<file path="config.mk">
export PLATFORM = sky130hd
export DESIGN_NAME = ps2_kbd_rx_flat
export DESIGN_NICKNAME = d
export VERILOG_FILES = /design/src/rtl/ps2_kbd_rx_pkg.sv /design/src/rtl/ps2_kbd_rx_if.sv /design/src/rtl/kbd_fifo.sv /design/src/rtl/ps2_kbd_rx.sv /design/src/flat_wrapper.sv
export SDC_FILE = /design/constraint.sdc
export NUM_CORES = 1
export LEC_CHECK = 0
export BUFFER_PORTS_ARGS = -buffer_cell sky130_fd_sc_hd__buf_2
export CAP_MARGIN = 5
export CELL_PAD_IN_SITES_DETAIL_PLACEMENT = 1
export CELL_PAD_IN_SITES_GLOBAL_PLACEMENT = 1
export CORE_MARGIN = 2
export CORE_UTILIZATION = 50
export CTS_CLUSTER_DIAMETER = 50
export CTS_CLUSTER_SIZE = 14
export DETAILED_ROUTE_END_ITERATION = 8
export GPL_TIMING_DRIVEN = 1
export PLACE_DENSITY = 0.73
export SLEW_MARGIN = 20
export SYNTH_ARGS = -nofsm -noshare
export SYNTH_HDL_FRONTEND = slang
export SYNTH_SLANG_ARGS = --single-unit
</file>
<file path="constraint.sdc">
create_clock -name clk -period 4 [get_ports clk]
set_input_delay 0.2 -clock clk [delete_from_list [all_inputs] [get_ports clk]]
set_output_delay 0.2 -clock clk [all_outputs]
set_load 0.02 [all_outputs]
</file>
<file path="src/rtl/ps2_kbd_rx_pkg.sv">
// ps2_kbd_rx_pkg: widths and defaults shared by the MMIO decoder and the PS/2 keyboard receiver.
// No ports; provides KbWidth, PS2_FRAME_BITS, KBD_FIFO_DEPTH, KBD_TIMEOUT_CYC and a parity helper.
package ps2_kbd_rx_pkg;
    localparam int KbWidth         = 8;
    localparam int PS2_FRAME_BITS  = 11;
    localparam int KBD_FIFO_DEPTH  = 8;
    localparam int KBD_TIMEOUT_CYC = 50000;

    function automatic logic odd_parity_ok(input logic [KbWidth-1:0] b, input logic p);
        return ^{b, p};
    endfunction
endpackage

</file>
<file path="src/rtl/ps2_kbd_rx_if.sv">
// ps2_kbd_rx_if: MMIO read handshake between the decoder (master) and the keyboard block (slave).
// sig_rd_kb: pop request; kb_rdata: FIFO head scan code; kb_ready: FIFO non-empty.
interface ps2_kbd_rx_if;
    import ps2_kbd_rx_pkg::*;
    logic               sig_rd_kb;
    logic [KbWidth-1:0] kb_rdata;
    logic               kb_ready;
    modport master (output sig_rd_kb, input kb_rdata, kb_ready);
    modport slave  (input sig_rd_kb, output kb_rdata, kb_ready);
endinterface

</file>
<file path="src/rtl/kbd_fifo.sv">
// kbd_fifo: show-ahead FIFO with wrap-bit pointers.
// Ports: clk, rst (async high), push/din write side, pop read side, dout head (0 when empty), full, empty.
module kbd_fifo #(
    parameter int WIDTH = 8,
    parameter int DEPTH = 8
) (
    input  logic             clk,
    input  logic             rst,
    input  logic             push,
    input  logic [WIDTH-1:0] din,
    input  logic             pop,
    output logic [WIDTH-1:0] dout,
    output logic             full,
    output logic             empty
);
    localparam int AW = $clog2(DEPTH);

    logic [WIDTH-1:0] mem [DEPTH];
    logic [AW:0]      wr_ptr, rd_ptr;
    logic             do_push, do_pop;

    assign empty   = wr_ptr == rd_ptr;
    assign full    = (wr_ptr[AW-1:0] == rd_ptr[AW-1:0]) && (wr_ptr[AW] != rd_ptr[AW]);
    assign do_pop  = pop & ~empty;
    // A pop in the same cycle frees the slot, so a push into a full FIFO still lands.
    assign do_push = push & (~full | do_pop);
    assign dout    = empty ? '0 : mem[rd_ptr[AW-1:0]];

    always_ff @(posedge clk or posedge rst) begin
        if (rst) begin
            wr_ptr <= '0;
            rd_ptr <= '0;
        end else begin
            if (do_push) wr_ptr <= wr_ptr + 1'b1;
            if (do_pop)  rd_ptr <= rd_ptr + 1'b1;
        end
    end

    always_ff @(posedge clk)
        if (do_push) mem[wr_ptr[AW-1:0]] <= din;
endmodule

</file>
<file path="src/rtl/ps2_kbd_rx.sv">
// ps2_kbd_rx: PS/2 keyboard frame receiver feeding a scan-code FIFO on the MMIO read path.
// Ports: clk, rst (async high), ps2_clk/ps2_data raw device lines, kb (slave: sig_rd_kb, kb_rdata, kb_ready),
// overflow (sticky byte-dropped flag), frame_err (one-cycle bad-frame/timeout pulse).
module ps2_kbd_rx
    import ps2_kbd_rx_pkg::*;
#(
    parameter int FIFO_DEPTH  = KBD_FIFO_DEPTH,
    parameter int TIMEOUT_CYC = KBD_TIMEOUT_CYC,
    parameter int SYNC_STAGES = 3
) (
    input  logic        clk,
    input  logic        rst,
    input  logic        ps2_clk,
    input  logic        ps2_data,
    ps2_kbd_rx_if.slave kb,
    output logic        overflow,
    output logic        frame_err
);
    localparam logic [1:0] IDLE = 2'd0, DATA = 2'd1, PARITY = 2'd2, STOP = 2'd3;
    localparam int TW = $clog2(TIMEOUT_CYC + 1);

    logic [SYNC_STAGES-1:0] clk_sync, data_sync;
    logic                   clk_prev;
    logic [1:0]             state;
    logic [2:0]             bit_cnt;
    logic [KbWidth-1:0]     shreg;
    logic                   par;
    logic [TW-1:0]          tcnt;
    logic                   fall, din, push, full, empty;

    assign fall = clk_prev & ~clk_sync[SYNC_STAGES-1];
    assign din  = data_sync[SYNC_STAGES-1];
    // Push straight off the stop-bit edge so the byte is visible one clk later.
    assign push = fall && state == STOP && din && odd_parity_ok(shreg, par);
    assign kb.kb_ready = ~empty;

    always_ff @(posedge clk or posedge rst) begin
        if (rst) begin
            clk_sync  <= '1;
            data_sync <= '1;
            clk_prev  <= 1'b1;
        end else begin
            clk_sync  <= {clk_sync[SYNC_STAGES-2:0], ps2_clk};
            data_sync <= {data_sync[SYNC_STAGES-2:0], ps2_data};
            clk_prev  <= clk_sync[SYNC_STAGES-1];
        end
    end

    always_ff @(posedge clk or posedge rst) begin
        if (rst) begin
            state     <= IDLE;
            bit_cnt   <= '0;
            shreg     <= '0;
            par       <= 1'b0;
            tcnt      <= '0;
            frame_err <= 1'b0;
        end else begin
            frame_err <= 1'b0;
            if (fall) begin
                tcnt <= '0;
                case (state)
                    IDLE: if (!din) begin
                        state   <= DATA;
                        bit_cnt <= '0;
                    end
                    DATA: begin
                        shreg   <= {din, shreg[KbWidth-1:1]};
                        bit_cnt <= bit_cnt + 3'd1;
                        if (bit_cnt == 3'(PS2_FRAME_BITS - 4)) state <= PARITY;
                    end
                    PARITY: begin
                        par   <= din;
                        state <= STOP;
                    end
                    default: begin
                        frame_err <= ~(din && odd_parity_ok(shreg, par));
                        state     <= IDLE;
                    end
                endcase
            end else if (state == IDLE) begin
                tcnt <= '0;
            end else if (tcnt == TW'(TIMEOUT_CYC)) begin
                state     <= IDLE;
                frame_err <= 1'b1;
                tcnt      <= '0;
            end else begin
                tcnt <= tcnt + 1'b1;
            end
        end
    end

    // A full FIFO with a concurrent pop accepts the byte, so only an unpopped full push drops it.
    always_ff @(posedge clk or posedge rst)
        if (rst) overflow <= 1'b0;
        else if (push && full && !kb.sig_rd_kb) overflow <= 1'b1;

    kbd_fifo #(.WIDTH(KbWidth), .DEPTH(FIFO_DEPTH)) u_fifo (
        .clk   (clk),
        .rst   (rst),
        .push  (push),
        .din   (shreg),
        .pop   (kb.sig_rd_kb),
        .dout  (kb.kb_rdata),
        .full  (full),
        .empty (empty)
    );
endmodule

</file>
<file path="src/flat_wrapper.sv">
// flat-port wrapper written by rule: the top's interface ports become plain ports
module ps2_kbd_rx_flat import ps2_kbd_rx_pkg::*;
#(
    parameter int FIFO_DEPTH  = KBD_FIFO_DEPTH,
    parameter int TIMEOUT_CYC = KBD_TIMEOUT_CYC,
    parameter int SYNC_STAGES = 3
)
  (clk, rst, ps2_clk, ps2_data, overflow, frame_err, kb_sig_rd_kb, kb_kb_rdata, kb_kb_ready);
  ps2_kbd_rx_if kb_i ();
  input  logic clk;
  input  logic rst;
  input  logic ps2_clk;
  input  logic ps2_data;
  output logic overflow;
  output logic frame_err;
  input wire logic [$bits(kb_i.sig_rd_kb)-1:0] kb_sig_rd_kb;
  output wire logic [$bits(kb_i.kb_rdata)-1:0] kb_kb_rdata;
  output wire logic [$bits(kb_i.kb_ready)-1:0] kb_kb_ready;
  assign kb_i.sig_rd_kb = kb_sig_rd_kb;
  assign kb_kb_rdata = kb_i.kb_rdata;
  assign kb_kb_ready = kb_i.kb_ready;
  ps2_kbd_rx #(.FIFO_DEPTH(FIFO_DEPTH), .TIMEOUT_CYC(TIMEOUT_CYC), .SYNC_STAGES(SYNC_STAGES)) u_core (.clk(clk), .rst(rst), .ps2_clk(ps2_clk), .ps2_data(ps2_data), .kb(kb_i), .overflow(overflow), .frame_err(frame_err));
endmodule
</file>
==> Word level (Yosys, flattened, before mapping) <==
Memories as Yosys holds them, arrays and structs flattened.
Cells that the tools add are included.
{ "classes": {"n_reduce_logical": 17, "muxes": 18, "n_bitwise": 8, "eq_ne": 11, "n_addsub": 4} }
{ "op_table": {"columns": ["operator", "count"], "rows": [
  ["$mux W16", 3],
  ["$add A16 B1 Y16 const B", 1],
  ["$eq A16 B16 Y1 const B", 1],
  ["$mux W2", 5],
  ["$reduce_xor A9 Y1", 1],
  ["$add A4 B1 Y4 const B", 2],
  ["$mux W8", 1],
  ["$logic_and A1 B1 Y1", 7],
  ["$mux W1", 6],
  ["$pmux W2 S3", 1],
  ["$pmux W3 S2", 1],
  ["$eq A2 B2 Y1 const B", 2],
  ["$eq A4 B4 Y1", 1],
  ["$not A1 Y1", 4],
  ["$reduce_and A2 Y1", 2],
  ["$reduce_and A4 Y1", 1],
  ["$reduce_bool A2 Y1", 2],
  ["$add A3 B1 Y3 const B", 1],
  ["$and A1 B1 Y1", 3],
  ["$eq A3 B3 Y1", 1],
  ["$eq A3 B3 Y1 const B", 1],
  ["$mux W3", 1],
  ["$ne A3 B3 Y1 const B", 1],
  ["$reduce_and A3 Y1", 1],
  ["other kinds (8)", 8]
]} }
{ "totals": {"out_inout_bits": 11, "wordCells": 71, "input_bits": 5, "memories": 1, "register_bits": 47, "mem_bits_rw": 64} }
{ "memory_table": {"columns": ["memory", "depth", "word_bits", "rd", "rd_ports_with_merged_regs", "write_ports", "line", "source"], "rows": [
  ["u_core.u_fifo.mem", 8, 8, 1, 0, 1, "kbd_fifo.sv:18", "logic [WIDTH-1:0] mem [DEPTH];"]
]} }

==> Longest topological paths before layout <==
{ "logic_depth": {"depth_word": 8, "depth_mapped": 8, "mapped_depth_nobuf": 6} }

==> Cells and area by module <==
A second synthesis with hierarchy kept.
{ "hier_totals": {"hier_cells": 329, "hier_area_um2": 4956.0} }
{ "modules_own_cells": {"columns": ["module", "area_each_um2", "n_inst", "cells_per_inst", "seq_area_each_um2"], "rows": [
  ["kbd_fifo", 3072.9, 1, 160, 2122.0],
  ["ps2_kbd_rx", 1883.1, 1, 169, 984.7]
]} }

==> Least setup slack after synthesis <==
No wires, ideal clock.
{ "synth_path": {"path_kind": "flip-flop to flip-flop", "startpoint": "register u_core.shreg[1]", "endpoint": "memory u_core.u_fifo.mem[2][0], enable pin", "synth_period_minus_slack_ps": 2895, "setup_slack_ps": 1105, "required_ps": 3602, "setup_time_ps": 398, "path_buffers": 0, "t_arrival_ps": 2497, "path_stages_with_launch": 6, "path_cell_list": "dfrtp_1 xnor2_1 xnor3_1 xnor2_1 nand3_2 nor4b_1"} }
{ "synth_between": {"elab_chain_cells": 5} }
{ "synth_lines": {"columns": ["element", "line", "source"], "rows": [
  ["start, declared", "ps2_kbd_rx.sv:26", "logic [KbWidth-1:0] shreg;"],
  ["start signal, assigned", "ps2_kbd_rx.sv:67", "shreg <= {din, shreg[KbWidth-1:1]};"],
  ["$reduce_xor A9 Y1", "ps2_kbd_rx_pkg.sv:10", "return ^{b, p};"],
  ["$logic_and A1 B1 Y1", "ps2_kbd_rx.sv:34", "assign push = fall && state == STOP && din && odd_parity_ok(shreg, par);"],
  ["$and A1 B1 Y1", "kbd_fifo.sv:26", "assign do_push = push & (~full | do_pop);"],
  ["$mux W1", "kbd_fifo.sv:40", "if (do_push) mem[wr_ptr[AW-1:0]] <= din;"],
  ["$mux W1 (implied by the code)", "kbd_fifo.sv:40", null],
  ["end, declared", "kbd_fifo.sv:18", null]
]} }
Every way passes these cells.

==> Worst setup path in the final report <==
{ "layout_path": {"startpoint": "register u_core.shreg[1]", "endpoint": "memory u_core.u_fifo.mem[3][0], enable pin"} }
Same word-level chain as after synthesis.

==> qor.yml <==
layout:
  drive_above_1_share_pct: 23.37
  num-nets-final: 348
  syn2layout_area_growth_pct: 9.549
  diodes: 0
pwr:
  irDropWorstVdd_uv: 273.4
  p_per_area_nw_per_um2: 638.9
  p_leak_nw: 1.987
clock_tree:
  worstSkewPairLatency_ns: 0.37
  clk_pin_slew_ns: 0.10
  cts-htree-levels: 3
  tritoncts: "done"
  numCtsBuffers: 9
  cts_resized: 0
  cts_sinks: 111
  postCtsSetupBuffers: 0
  hold_buffers: 2
  clock_path_buffers: 2
  cts_root_buf: "clkbuf_8"
worst_setup_path:
  path_cells: "xnor2_1, xnor3_1, xnor2_1, nand3_2, nor4b_1, buf_4"
  path_class: "register to register"
  critPathMaxStageDelay_ns: 0.51
  required_ns: 4.08
  start_kind: "register"
  cp_max_fo: 11
  crit_top_cell: "xnor2_1"
  arrival_ns: 2.76
  critPathSlowestCell: "dfrtp_1"
  critPathCaptureType: "register"
  reg2reg_slack_ns: 1.33
yosys:
  synth_top_family_by_area: "multiplexers"
  synth.cell_area_um2: 4717
  synthAdderAreaFrac_pct: 2.653
  ys_seq_elements: 111
  synth_fp_nets: 321
  syn_inst: 306
  seq_area_frac_synth_pct: 65.86
  ys_types: 41
  synth_ff_type: "edfxtp_1"
  avgSynthCellArea_um2: 15.42
  synth-async-reset-ratio_pct: 42.34
  yosys_warnings: 0
  synthSimpleGateAreaFrac_pct: 9.204
  synth-edff-count: 64
  synth_compound_area_share_pct: 1.857
  synth_xor_xnor_area_share_pct: 6.048
  muxShareOfSynthArea_pct: 11.96
grt:
  grt_antenna_before_repair: 0
  grt_pass1_wl_um: 13990
  grt_max_degree: 48
  grt.total_usage_pct: 18.73
  grt_pass1_vias: 2701
  overflow: 0
detailed_routing:
  vias_per_cell: 5.552
  drt_iter0_markers: 66
  wl_per_cell_um: 19.46
  drc: 0
  dr_total_vias: 2493
  antenna_left: 0
  firstDrtPassIters: 5
  wl_um: 8736
timing:
  clock.fmax_mhz: 374.0
  hold-worst-slack_ns: 0.04423
  hold_viol: 0
  finalSetupViolCount: 0
  period_share_pct: 66.85
  fin_ws_ns: 1.326
  slew_headroom_pct: 35.24
  fin_crit_ns: 2.674
  fin_worst_skew_ns: 0.01116
  rsz0062_at_grt: "no"
  drv_slew: 0
  worst_pin_slew_ns: 0.9700
  tns_ns: 0
die:
  die-area_um2: 10230
  core_um2: 9196
  num_io_pins: 16
  floorplan.die.width_um: 101.1
  initial_core_util_pct: 51.29
  rows: 35
  die_height_um: 101.1
placement:
  port_buffers: 15
  routabilityCongestion: 0.7208
  dp_hpwl_um: 5924
  dp_slack_ns: 1.327
hold_path:
  hp-class: "input pin to async pin"
outcome:
  outcome: "complete, no violations"
flow_run:
  maxCapViolations: 0
==> area by class of cell <==
cell class                 count  area [um2]
fill                         903        4029
multi-input combinational    172        1496
inverter                      12       45.04
clock inverter                 2       37.54
tap                          111       138.9
clock buffer                  14       172.7
sequential                   111        3107
timing repair buffer          27       170.2
==> layout by cell type (no fill, tap or decap), drive strengths merged, types with 3 or more instances in the layout <==
master  synthesis  routed
nand4           6       6
nand2          13      13
ha             10      10
nand3           6       6
clkbuf          6      14
inv            12      12
nor2           31      31
xor2           11      11
buf             5      25
nor4b           5       5
nor3            6       6
dfstp           7       7
o21ai           5       5
dfrtp          40      40
mux2           11      11
xnor2          19      19
mux2i           8       8
edfxtp         64      64
mux4           16      16
nor4            3       3
==> synth_stat cells (7+ instances only) <==
cell type,instances,area [um2]
edfxtp_1,64,1922
dfrtp_1,40,1001
nor2_1,29,108.9
xnor2_1,19,166.4
mux4_2,16,360.4
nand2_1,13,48.80
inv_1,12,45.04
mux2_2,11,123.9
xor2_1,11,96.34
ha_1,10,125.1
mux2i_1,8,80.08
dfstp_2,7,183.9
==> through the flow <==
step	instances	cell area, um2	utilization (%)	total power, mW
2_1_floorplan	306	4717	-	2.363
3_3_place_gp	431	4937	53.69	2.610
3_5_place_dp	431	4937	53.69	2.655
4_1_cts	449	5167	56.19	3.353
5_1_grt	449	5167	56.19	3.492
6_report	449	5167	56.19	3.301
==> layer usage <==
layer / up-vias / share of wire [%] / track usage (%)
met4: 0 / 1.2 / 5.821
met5: - / 0 / 0
met2: 29 / 52 / 32.96
met1: 1286 / 44 / 23.10
li1: 1169 / - / -
met3: 9 / 3.1 / 4.348
==> flip-flops by register name, indices dropped and copies added (netlist names) <==
signal and cells:
u_core.u_fifo.mem 64, u_core.tcnt 16, u_core.shreg 8, u_core.u_fifo.rd_ptr 4, u_core.u_fifo.wr_ptr 4, u_core.bit_cnt 3
u_core.clk_sync 3, u_core.data_sync 3, u_core.state 2, u_core.clk_prev 1, u_core.frame_err 1, u_core.overflow 1
u_core.par 1
==> path summary, 6_finish.rpt <==
kind	from	endpoint	cells past startpoint
max in group asynchronous	rst	u_core.tcnt[15]	2
min reg2reg	u_core.data_sync[1]	u_core.data_sync[2]	0
min	rst	u_core.bit_cnt[2]	2
min in group clk	kb_sig_rd_kb	u_core.overflow	5
max reg2reg	u_core.shreg[1]	u_core.u_fifo.mem[3][0]	6
max	u_core.shreg[1]	u_core.u_fifo.mem[3][0]	6
==> worst max-delay path: cells and delay by family (launching register included) <==
kind / cells / cell delay [ns]
XOR/XNOR: 3 / 1.00
AND/OR/NAND/NOR: 2 / 0.63
flip-flops: 1 / 0.51
buffers and inverters: 1 / 0.24
==> power breakdown <==
part	internal, mW	switching (mW)
logic	0.474	0.544
registers	1.38	0.213
clock network	0.342	0.352
total	2.19	1.11
==> cells by family (layout without fill, tap and decap cells) <==
kind of cell,count (synthesis),in the layout
mux,35,35
simple gates,83,83
buf+inv,23,55
compound gates,13,13
fa+ha+maj,10,10
xor+xnor,31,31
flops,111,111
(Power assumes the default switching activity.)
